<file path="config.mk">
export PLATFORM = sky130hd
export DESIGN_NAME = core_idq
export DESIGN_NICKNAME = d
export VERILOG_FILES = /design/src/rtl/core_idq_pkg.sv /design/src/rtl/core_idq_fifo.sv /design/src/rtl/core_idq.sv
export SDC_FILE = /design/constraint.sdc
export NUM_CORES = 1
export LEC_CHECK = 0
export BUFFER_PORTS_ARGS = -buffer_cell sky130_fd_sc_hd__buf_2
export CAP_MARGIN = 20
export CORE_MARGIN = 4
export CORE_UTILIZATION = 40
export CTS_CLUSTER_DIAMETER = 100
export DETAILED_ROUTE_END_ITERATION = 12
export GPL_ROUTABILITY_DRIVEN = 0
export PLACE_DENSITY = 0.7
export SYNTH_ARGS = -nofsm -noshare
export SYNTH_HDL_FRONTEND = slang
export SYNTH_SLANG_ARGS = --single-unit
export TNS_END_PERCENT = 100
</file>
<file path="constraint.sdc">
create_clock -name clk -period 13.04 [get_ports clk]
set_input_delay 0 -clock clk [delete_from_list [all_inputs] [get_ports clk]]
set_output_delay 0 -clock clk [all_outputs]
set_load 0.05 [all_outputs]
</file>
<file path="src/rtl/core_idq_pkg.sv">
// i2d_core_defines: shared core types, instruction layout, opcodes and the decode-queue entry.
package i2d_core_defines;
  typedef logic [31:0] addr_t;
  typedef logic [3:0] reg_addr_t;
  typedef logic [2:0] flag_t;
  localparam reg_addr_t RF_PC = 4'hF;
  typedef enum logic [5:0] {
    OPCODE_NOP, OPCODE_ADD, OPCODE_SUB, OPCODE_MOV, OPCODE_B, OPCODE_CALL,
    OPCODE_RET, OPCODE_SWI, OPCODE_RFE, OPCODE_LD, OPCODE_ST
  } opcode_t;
  typedef enum logic [1:0] {OPMUX_A_RA, OPMUX_A_PC, OPMUX_A_WB} opmux_a_t;
  typedef enum logic [1:0] {OPMUX_B_RB, OPMUX_B_PC, OPMUX_B_WB, OPMUX_B_IMM} opmux_b_t;
  // opcode is left raw so illegal encodings survive the trip through the queue
  typedef struct packed {
    logic [5:0] opcode;
    reg_addr_t  regd_cond;
    reg_addr_t  rega;
    reg_addr_t  regb;
    logic       i;
    logic       s;
    logic [11:0] imm;
  } instr_t;
  typedef struct packed {
    addr_t  pc;
    instr_t instr;
  } idq_entry_t;
  localparam logic [25:0] IDQ_FLUSH_MARK = 26'(1);
  function automatic logic op_legal(logic [5:0] op);
    return op <= 6'(OPCODE_ST);
  endfunction
endpackage

</file>
<file path="src/rtl/core_idq_fifo.sv">
// core_idq_fifo: circular buffer of idq_entry_t; flush wins over push and pop.
module core_idq_fifo
  import i2d_core_defines::*;
#(
  parameter int QDEPTH = 4
) (
  input  logic                      clk,
  input  logic                      rst,
  input  logic                      push,
  input  logic                      pop,
  input  logic                      flush,
  input  idq_entry_t                din,
  output idq_entry_t                head,
  output logic [$clog2(QDEPTH):0]   count,
  output logic                      full,
  output logic                      empty
);
  localparam int AW = $clog2(QDEPTH);
  idq_entry_t mem [QDEPTH];
  logic [AW-1:0] wr_ptr, rd_ptr;
  logic do_push, do_pop;
  assign full = count == (AW+1)'(QDEPTH);
  assign empty = count == '0;
  assign do_push = push && !full && !flush;
  assign do_pop = pop && !empty && !flush;
  assign head = mem[rd_ptr];
  always_ff @(posedge clk or negedge rst) begin
    if (!rst) begin
      wr_ptr <= '0;
      rd_ptr <= '0;
      count <= '0;
    end else if (flush) begin
      rd_ptr <= wr_ptr;
      count <= '0;
    end else begin
      wr_ptr <= wr_ptr + AW'(do_push);
      rd_ptr <= rd_ptr + AW'(do_pop);
      count <= count + (AW+1)'(do_push) - (AW+1)'(do_pop);
    end
  end
  always_ff @(posedge clk) begin
    if (do_push) mem[wr_ptr] <= din;
  end
endmodule

</file>
<file path="src/rtl/core_idq.sv">
// core_idq: queued instruction-decode stage; CORE_IDQ_ILLEGAL_EN enables registered illegal-opcode detection.
module core_idq
  import i2d_core_defines::*;
#(
  parameter int QDEPTH   = 4,
  parameter int DATA_W   = 32,
  parameter int IMM_BITS = 11
) (
  input  logic                     clk,
  input  logic                     rst,
  input  logic                     if_valid,
  output logic                     if_ready,
  input  addr_t                    if_pc,
  input  instr_t                   if_instr,
  input  logic                     id_halt,
  input  logic                     id_flush,
  input  logic                     wb_valid,
  input  reg_addr_t                wb_addr,
  input  flag_t                    flag,
  output reg_addr_t                rega_addr,
  output reg_addr_t                regb_addr,
  output logic                     id_valid,
  output addr_t                    id_pc,
  output instr_t                   id_instr,
  output logic [DATA_W-1:0]        imm,
  output opmux_a_t                 opmux_a,
  output opmux_b_t                 opmux_b,
  output logic                     branch,
  output logic                     branch_imm,
  output logic                     branch_abs,
  output logic                     swi,
  output logic                     rfe,
  output logic                     wb_spr,
  output reg_addr_t                spr_addr,
  output logic                     id_err,
  output logic [$clog2(QDEPTH):0]  q_count
);
  idq_entry_t head;
  logic full, empty, load;
  core_idq_fifo #(.QDEPTH(QDEPTH)) u_fifo (
    .clk(clk), .rst(rst), .push(if_valid), .pop(load), .flush(id_flush),
    .din('{pc: if_pc, instr: if_instr}), .head(head), .count(q_count),
    .full(full), .empty(empty)
  );
  assign if_ready = !full;
  assign load = !id_flush && !id_halt && !empty;
  assign rega_addr = empty ? '0 : head.instr.rega;
  assign regb_addr = empty ? '0 : head.instr.regb;
  function automatic logic [DATA_W-1:0] ext_imm(instr_t x);
    return !x.i ? '0 : x.s ? {{(DATA_W-IMM_BITS){x[IMM_BITS-1]}}, x[IMM_BITS-1:0]}
                           : {{(DATA_W-IMM_BITS){1'b0}}, x[IMM_BITS-1:0]};
  endfunction
  always_ff @(posedge clk or negedge rst) begin
    if (!rst) begin
      id_valid <= 1'b0;
      id_pc <= '0;
      id_instr <= {OPCODE_NOP, 26'(0)};
      imm <= '0;
      swi <= 1'b0;
    end else if (id_flush) begin
      id_valid <= 1'b0;
      id_instr <= {OPCODE_NOP, IDQ_FLUSH_MARK};
      imm <= '0;
      swi <= 1'b0;
    end else if (!id_halt) begin
      id_valid <= !empty;
      id_pc <= empty ? id_pc : head.pc;
      id_instr <= empty ? {OPCODE_NOP, 26'(0)} : head.instr;
      imm <= empty ? '0 : ext_imm(head.instr);
      swi <= !empty && head.instr.opcode == OPCODE_SWI;
    end
  end
`ifdef CORE_IDQ_ILLEGAL_EN
  always_ff @(posedge clk or negedge rst) begin
    if (!rst) id_err <= 1'b0;
    else if (id_flush) id_err <= 1'b0;
    else if (!id_halt) id_err <= !empty && !op_legal(head.instr.opcode);
  end
`else
  assign id_err = 1'b0;
`endif
  assign opmux_a = id_instr.rega == RF_PC ? OPMUX_A_PC :
                   (wb_valid && id_instr.rega == wb_addr) ? OPMUX_A_WB : OPMUX_A_RA;
  assign opmux_b = id_instr.i ? OPMUX_B_IMM : id_instr.regb == RF_PC ? OPMUX_B_PC :
                   (wb_valid && id_instr.regb == wb_addr) ? OPMUX_B_WB : OPMUX_B_RB;
  assign branch = id_valid && (id_instr.opcode == OPCODE_B ? id_instr.regd_cond[2:0] == flag :
                  id_instr.opcode == OPCODE_CALL || id_instr.opcode == OPCODE_RET);
  assign branch_imm = id_instr.i;
  assign branch_abs = id_instr.regb[0];
  assign rfe = id_valid && id_instr.opcode == OPCODE_RFE;
  assign wb_spr = id_valid && id_instr.opcode == OPCODE_MOV && id_instr.regb[1];
  assign spr_addr = id_instr.regd_cond;
endmodule

</file>
; Yosys cells after proc, flatten, opt, wreduce, memory -nomap -nowiden
; Memory sizes are Yosys's and may differ from the RTL's.
; Index checks and enable logic that the tools add are counted.
[word_totals]
register_bits = 105
ramBits = 256
in_bits = 77
out_inout_bits = 124
wordCells = 79
mem_count = 1
[op_classes]
addsub = 4
n_eq_ne = 13
n_mux = 24
n_bitwise = 3
reduce_logical = 20
[memory_table]
columns = memory, words, width, read_ports, rd_ports_with_merged_regs, write_ports, line
row1 = u_fifo.mem, 4, 64, 1, 0, 1, core_idq_fifo.sv:19  ; idq_entry_t mem [QDEPTH];
[op_table]
columns = op, n
row1 = 2-to-1 mux 32 bit, 8
row2 = "== test 6 x 3 -> 1 bit, second input constant", 4
row3 = logical AND 1 bit, 13
row4 = 2-to-1 mux 2 bit, 6
row5 = == test 4 bit, 2
row6 = "== test 4 bit, second input constant", 2
row7 = 2-to-1 mux 4 bit, 2
row8 = 2-to-1 mux 1 bit, 7
row9 = "== test 6 x 2 -> 1 bit, second input constant", 1
row10 = "== test 6 x 4 -> 1 bit, second input constant", 1
row11 = adder 2 x 1 -> 2 bit, 2
row12 = logical NOT 1 bit, 4
row13 = adder 3 x 1 -> 3 bit, 1
row14 = == test 3 bit, 1
row15 = "== test 3 bit, second input constant", 1
row16 = logical NOT 3 bit, 1
row17 = 2-to-1 mux 3 bit, 1
row18 = NOT 1 bit, 3
row19 = AND reduction 3 bit, 1
row20 = subtractor 3 x 1 -> 3 bit, 1
row21 = "!= test 2 x 1 -> 1 bit, second input constant", 1
row22 = logical OR 1 bit, 1

; Longest topological paths before layout
[depth]
ltp_word = 7
mapped_depth = 10
depth_no_buf = 8

; Hierarchy
; From an unflattened synthesis, not the netlist that was laid out.
[hier_totals]
cells_unflattened = 621
area_unflattened_um2 = 13005.0
[by_module_without_submodules]
columns = module, instances, cells_per_inst, area_each_um2, seq_area_each_um2
row1 = core_idq_fifo, 1, 377, 9669.3, 7862.5
row2 = core_idq, 1, 244, 3335.7, 1951.9

; Least setup slack after synthesis
; OpenSTA, ideal clock, no wires.
[synth_path]
path_kind = flip-flop to flip-flop
from = register u_fifo.count[1]
to = memory u_fifo.mem[2][0] (netlist bit) (enable)
setup_ps = 578
arrival_ps = 6039
required_time_ps = 12462
slack_ps = 6423
path_stages_with_launch = 4
path_buffers = 0
period_less_slack_ps = 6617
cell_sequence = dfrtp_1 or3b_2 nand3_1 nor3b_1
[synth_via]
elab_chain_len = 6
[synth_rtl]
columns = item, line
row1 = from (decl), core_idq_fifo.sv:14  ; output logic [$clog2(QDEPTH):0] count,
row2 = from (signal assigned), core_idq_fifo.sv:38  ; count <= count + (AW+1)'(do_push) - (AW+1)'(do_pop);
row3 = == test 3 bit, core_idq_fifo.sv:22  ; assign full = count == (AW+1)'(QDEPTH);
row4 = logical NOT 1 bit, n/a
row5 = net if_ready, core_idq.sv:12  ; output logic if_ready,
row6 = logical AND 1 bit (2 in series), core_idq_fifo.sv:24  ; assign do_push = push && !full && !flush;
row7 = 2-to-1 mux 1 bit, core_idq_fifo.sv:42  ; if (do_push) mem[wr_ptr] <= din;
row8 = 2-to-1 mux 1 bit (not written as such), core_idq_fifo.sv:42
row9 = to (decl), core_idq_fifo.sv:19
; The timed path passes the listed nets, and every way through them passes these cells.

; Final worst setup path
[layout_path]
from = register u_fifo.rd_ptr[0]
to = output rega_addr[2]
[layout_via]
elab_chain_len = 2
[layout_rtl]
columns = item, line
row1 = from (decl), core_idq_fifo.sv:20  ; logic [AW-1:0] wr_ptr, rd_ptr;
row2 = from (signal assigned), core_idq_fifo.sv:33  ; rd_ptr <= wr_ptr;
row3 = from (signal assigned), core_idq_fifo.sv:37  ; rd_ptr <= rd_ptr + AW'(do_pop);
row4 = memory (4 x 64 bit), n/a
row5 = 2-to-1 mux 4 bit, core_idq.sv:47  ; assign rega_addr = empty ? '0 : head.instr.rega;
row6 = to (decl), core_idq.sv:20  ; output reg_addr_t rega_addr,
; Every way passes these cells.

==> results_dict.tcl <==
set metrics [dict create \
    ir_drop_uv 154 \
    design.die.area_um2 35500 \
    estimated_wirelength_of_the_detail_placed_design_um 17100 \
    detailroute.via_count 6906 \
    layout_common_cells "edfxtp_1 (256), buf_2 (198), dfrtp_1 (83)" \
    worst_hold_path_type "primary input to async pin" \
    syn_area_um2 13000 \
    worst_slew_pin_slew_ns 1.06 \
    clock_tree.buffer_depth 3 \
    clk_root_buffer_cell "clkbuf_16" \
    criticalPathCategory "flip-flop to output pin" \
    fin_tns_setup_ns 0 \
    synth_edf_count 256 \
    drv.max_cap_violation_count 0 \
    die_x_um 189 \
    port_buffers 199 \
    path_delay_family "buffers and inverters" \
    fp-row-count 65 \
    fin_nets 977 \
    cts_htree_levels 2 \
    wire_per_inst_um 20.9 \
    final.period_utilization_pct 23.8 \
    drc 0 \
    layout-drive-gt1-share_pct 39.4 \
    detail_route.iter0.violations 420 \
    unrepaired_setup_endpoints_after_global_routing "false" \
    timing.critical_path.arrival_ns 3.10 \
    ys_warn_count 0 \
    synth.top_cells.by_area "edfxtp_1 (59%), dfrtp_1 (16%), mux4_2 (10%), mux2_2 (2.9%), a22o_1 (2.0%)" \
    synth_cells 637 \
    design.portCount 201 \
    synth_area_per_cell_um2 20.5 \
    worst-endpoint-required_ns 13.04 \
    cts.sinks 341 \
    number_of_nets_with_antenna_violations_after_routing 0 \
    run_status "finished, final reports clean" \
    cts.reportedPaths.clkPinSlew_ns 0.06 \
    static-leakage-power_uw 0.00633 \
    synth.distinct_cells 47 \
    worstSetupStartpointType "flip-flop" \
    final_core_util_pct 50.8 \
    power.density_cell_area_nw_per_um2 216 \
    grt_start_max_net_pins 67 \
    synth_seq_cells 341 \
    drt-total-wl_um 28400 \
    clock_skew_ns 0.0104 \
    initial_core_util_pct 40.9 \
    first_global_vias 7329 \
    ffs_w_async_s_r_synth_pct 24.9 \
    grt_util_all_layers_pct 16.0 \
    clk-insertion-delay-late_ns 0.50 \
    combined_area_of_the_multi_input_logic_cells_um2 2850 \
    critical_path.endpoint_type "output pin" \
    fmax_mhz 322 \
    hold_viol_final 0 \
    synth.largest_area_cell "edfxtp_1" \
    timing.critical_path.slowest_stage_cell "dfrtp_4" \
    avgViaCountPerCell 5.08 \
    mostFrequentLayoutCell "edfxtp_1" \
    post-route-cell-area_um2 16200 \
    worst-path-max-fanout 35 \
    final_period_minus_worst_setup_slack_ns 3.10 \
    critPathMaxStageDelay_ns 0.86 \
    core_area_um2 31900 \
    cts-resized-gates 0 \
    synth_fp_nets 717 \
    detailed_place.area_um2 14300 \
    grt.overflow.total 0 \
    setup-violations-final 0 \
    synth_top_cell_area_share_pct 59.0 \
    worstPathCellList "buf_4 -> mux4_2 -> and2_1 -> buf_2" \
    path_buf_inv 2 \
    synth.yosys.seq_area_share_pct 75.3 \
    grt_first_pass_wirelength_um 43800 \
    filler_cell_count 2633 \
    number_of_antenna_violations_at_the_first_check_in_global_routing 1 \
    seq_area_um2 9820 \
    tritoncts "built" \
    max_slew_violations 0 \
    timing.slew.headroom_pct 29.4 \
    dominantRegCellSynth "edfxtp_1" \
    clock_buffer_count_from_cts 37 \
    fp.dieH_um 189 \
    area_growth_syn_to_layout_pct 24.3 \
    dr.pass1.iters 5 \
]
==> metal layers <==
layer  vias up  share of wire, %  GRT usage (%)
met5         -                 0              0
met4         0               2.3           4.43
li1       3059                 -              -
met2       239                49           26.5
met3        53               6.0           3.20
met1      3555                43           21.8
==> flip-flops by register name, summed over array words and instances (netlist names) <==
name / flops
u_fifo.rd_ptr: 2
swi: 1
id_pc: 32
id_instr: 26
imm: 12
id_valid: 1
u_fifo.count: 3
spr_addr: 4
u_fifo.wr_ptr: 2
branch_imm: 1
u_fifo.mem: 256
branch_abs: 1
==> cell usage after synthesis, drive strengths merged (3+ instances only) <==
master	instances
and3	12
xnor2	9
mux4	64
nor4b	3
a21oi	3
a21o	10
clkbuf	12
nand2	10
xor2	4
dfrtp	85
a22o	30
buf	45
mux2	33
inv	5
nor2	10
edfxtp	256
and2	9
nand3	5
==> where the power goes <==
part / switching [µW] / internal [µW] / total (µW) / leakage [µW]
Combinational: 634 / 360 / 994 / 0.00233
Clock: 396 / 624 / 1020 / 0.000578
Sequential: 149 / 1340 / 1490 / 0.00342
Total: 1180 / 2330 / 3510 / 0.00633
==> through the flow <==
step / instances / worst slack, ns / total power (µW) / hold WS, ns
after detailed placement: 1224 / 10.34 / 2510 / 0.0526
final: 1359 / 9.94 / 3510 / 0.0652
after global routing: 1359 / 9.68 / 3680 / 0.0991
after floorplan: 637 / 6.42 / 2260 / -0.296
after CTS: 1357 / 9.79 / 3560 / 0.0660
after global placement: 1224 / 10.34 / 2500 / 0.0412
==> timing repair <==
item	4_1_cts	5_1_grt
setup buffers	0	0
hold endpoints to repair	302	0
hold buffers	68	0
==> path summary, 6_finish.rpt <==
| path | from | end | slack (ns) | depth (start not counted) |
|---|---|---|---|---|
| min in group clk | if_instr[8] | u_fifo.mem[2][8] | 0.25 | 2 |
| worst max register to register | u_fifo.rd_ptr[1] | imm[0] | 10.16 | 4 |
| worst min register to register | id_instr[9] | id_instr[9] | 0.47 | 1 |
| max in group asynchronous | rst | u_fifo.rd_ptr[0] | 11.87 | 3 |
| worst max-delay path | u_fifo.rd_ptr[0] | rega_addr[2] | 9.94 | 4 |
| worst min-delay path | rst | spr_addr[2] | 0.07 | 2 |
==> layout make-up <==
class,instances,area share (%)
antenna,1,0.0154
timing repair buffer,278,11.0
sequential,341,60.6
inverter,5,0.116
tap,435,3.36
clock inverter,15,1.10
multi-input combinational,234,17.6
clock buffer,50,6.26
==> kinds of logic after synthesis <==
family | Yosys count | synth area share, %
other cells | 1 | 0.0288
compound gates | 53 | 3.30
mux | 97 | 14.1
simple gates | 67 | 2.95
buf+inv | 62 | 3.14
fa+ha+maj | 3 | 0.345
xor+xnor | 13 | 0.873
flops | 341 | 75.3
Note: power is estimated with default switching activity, not from simulation.
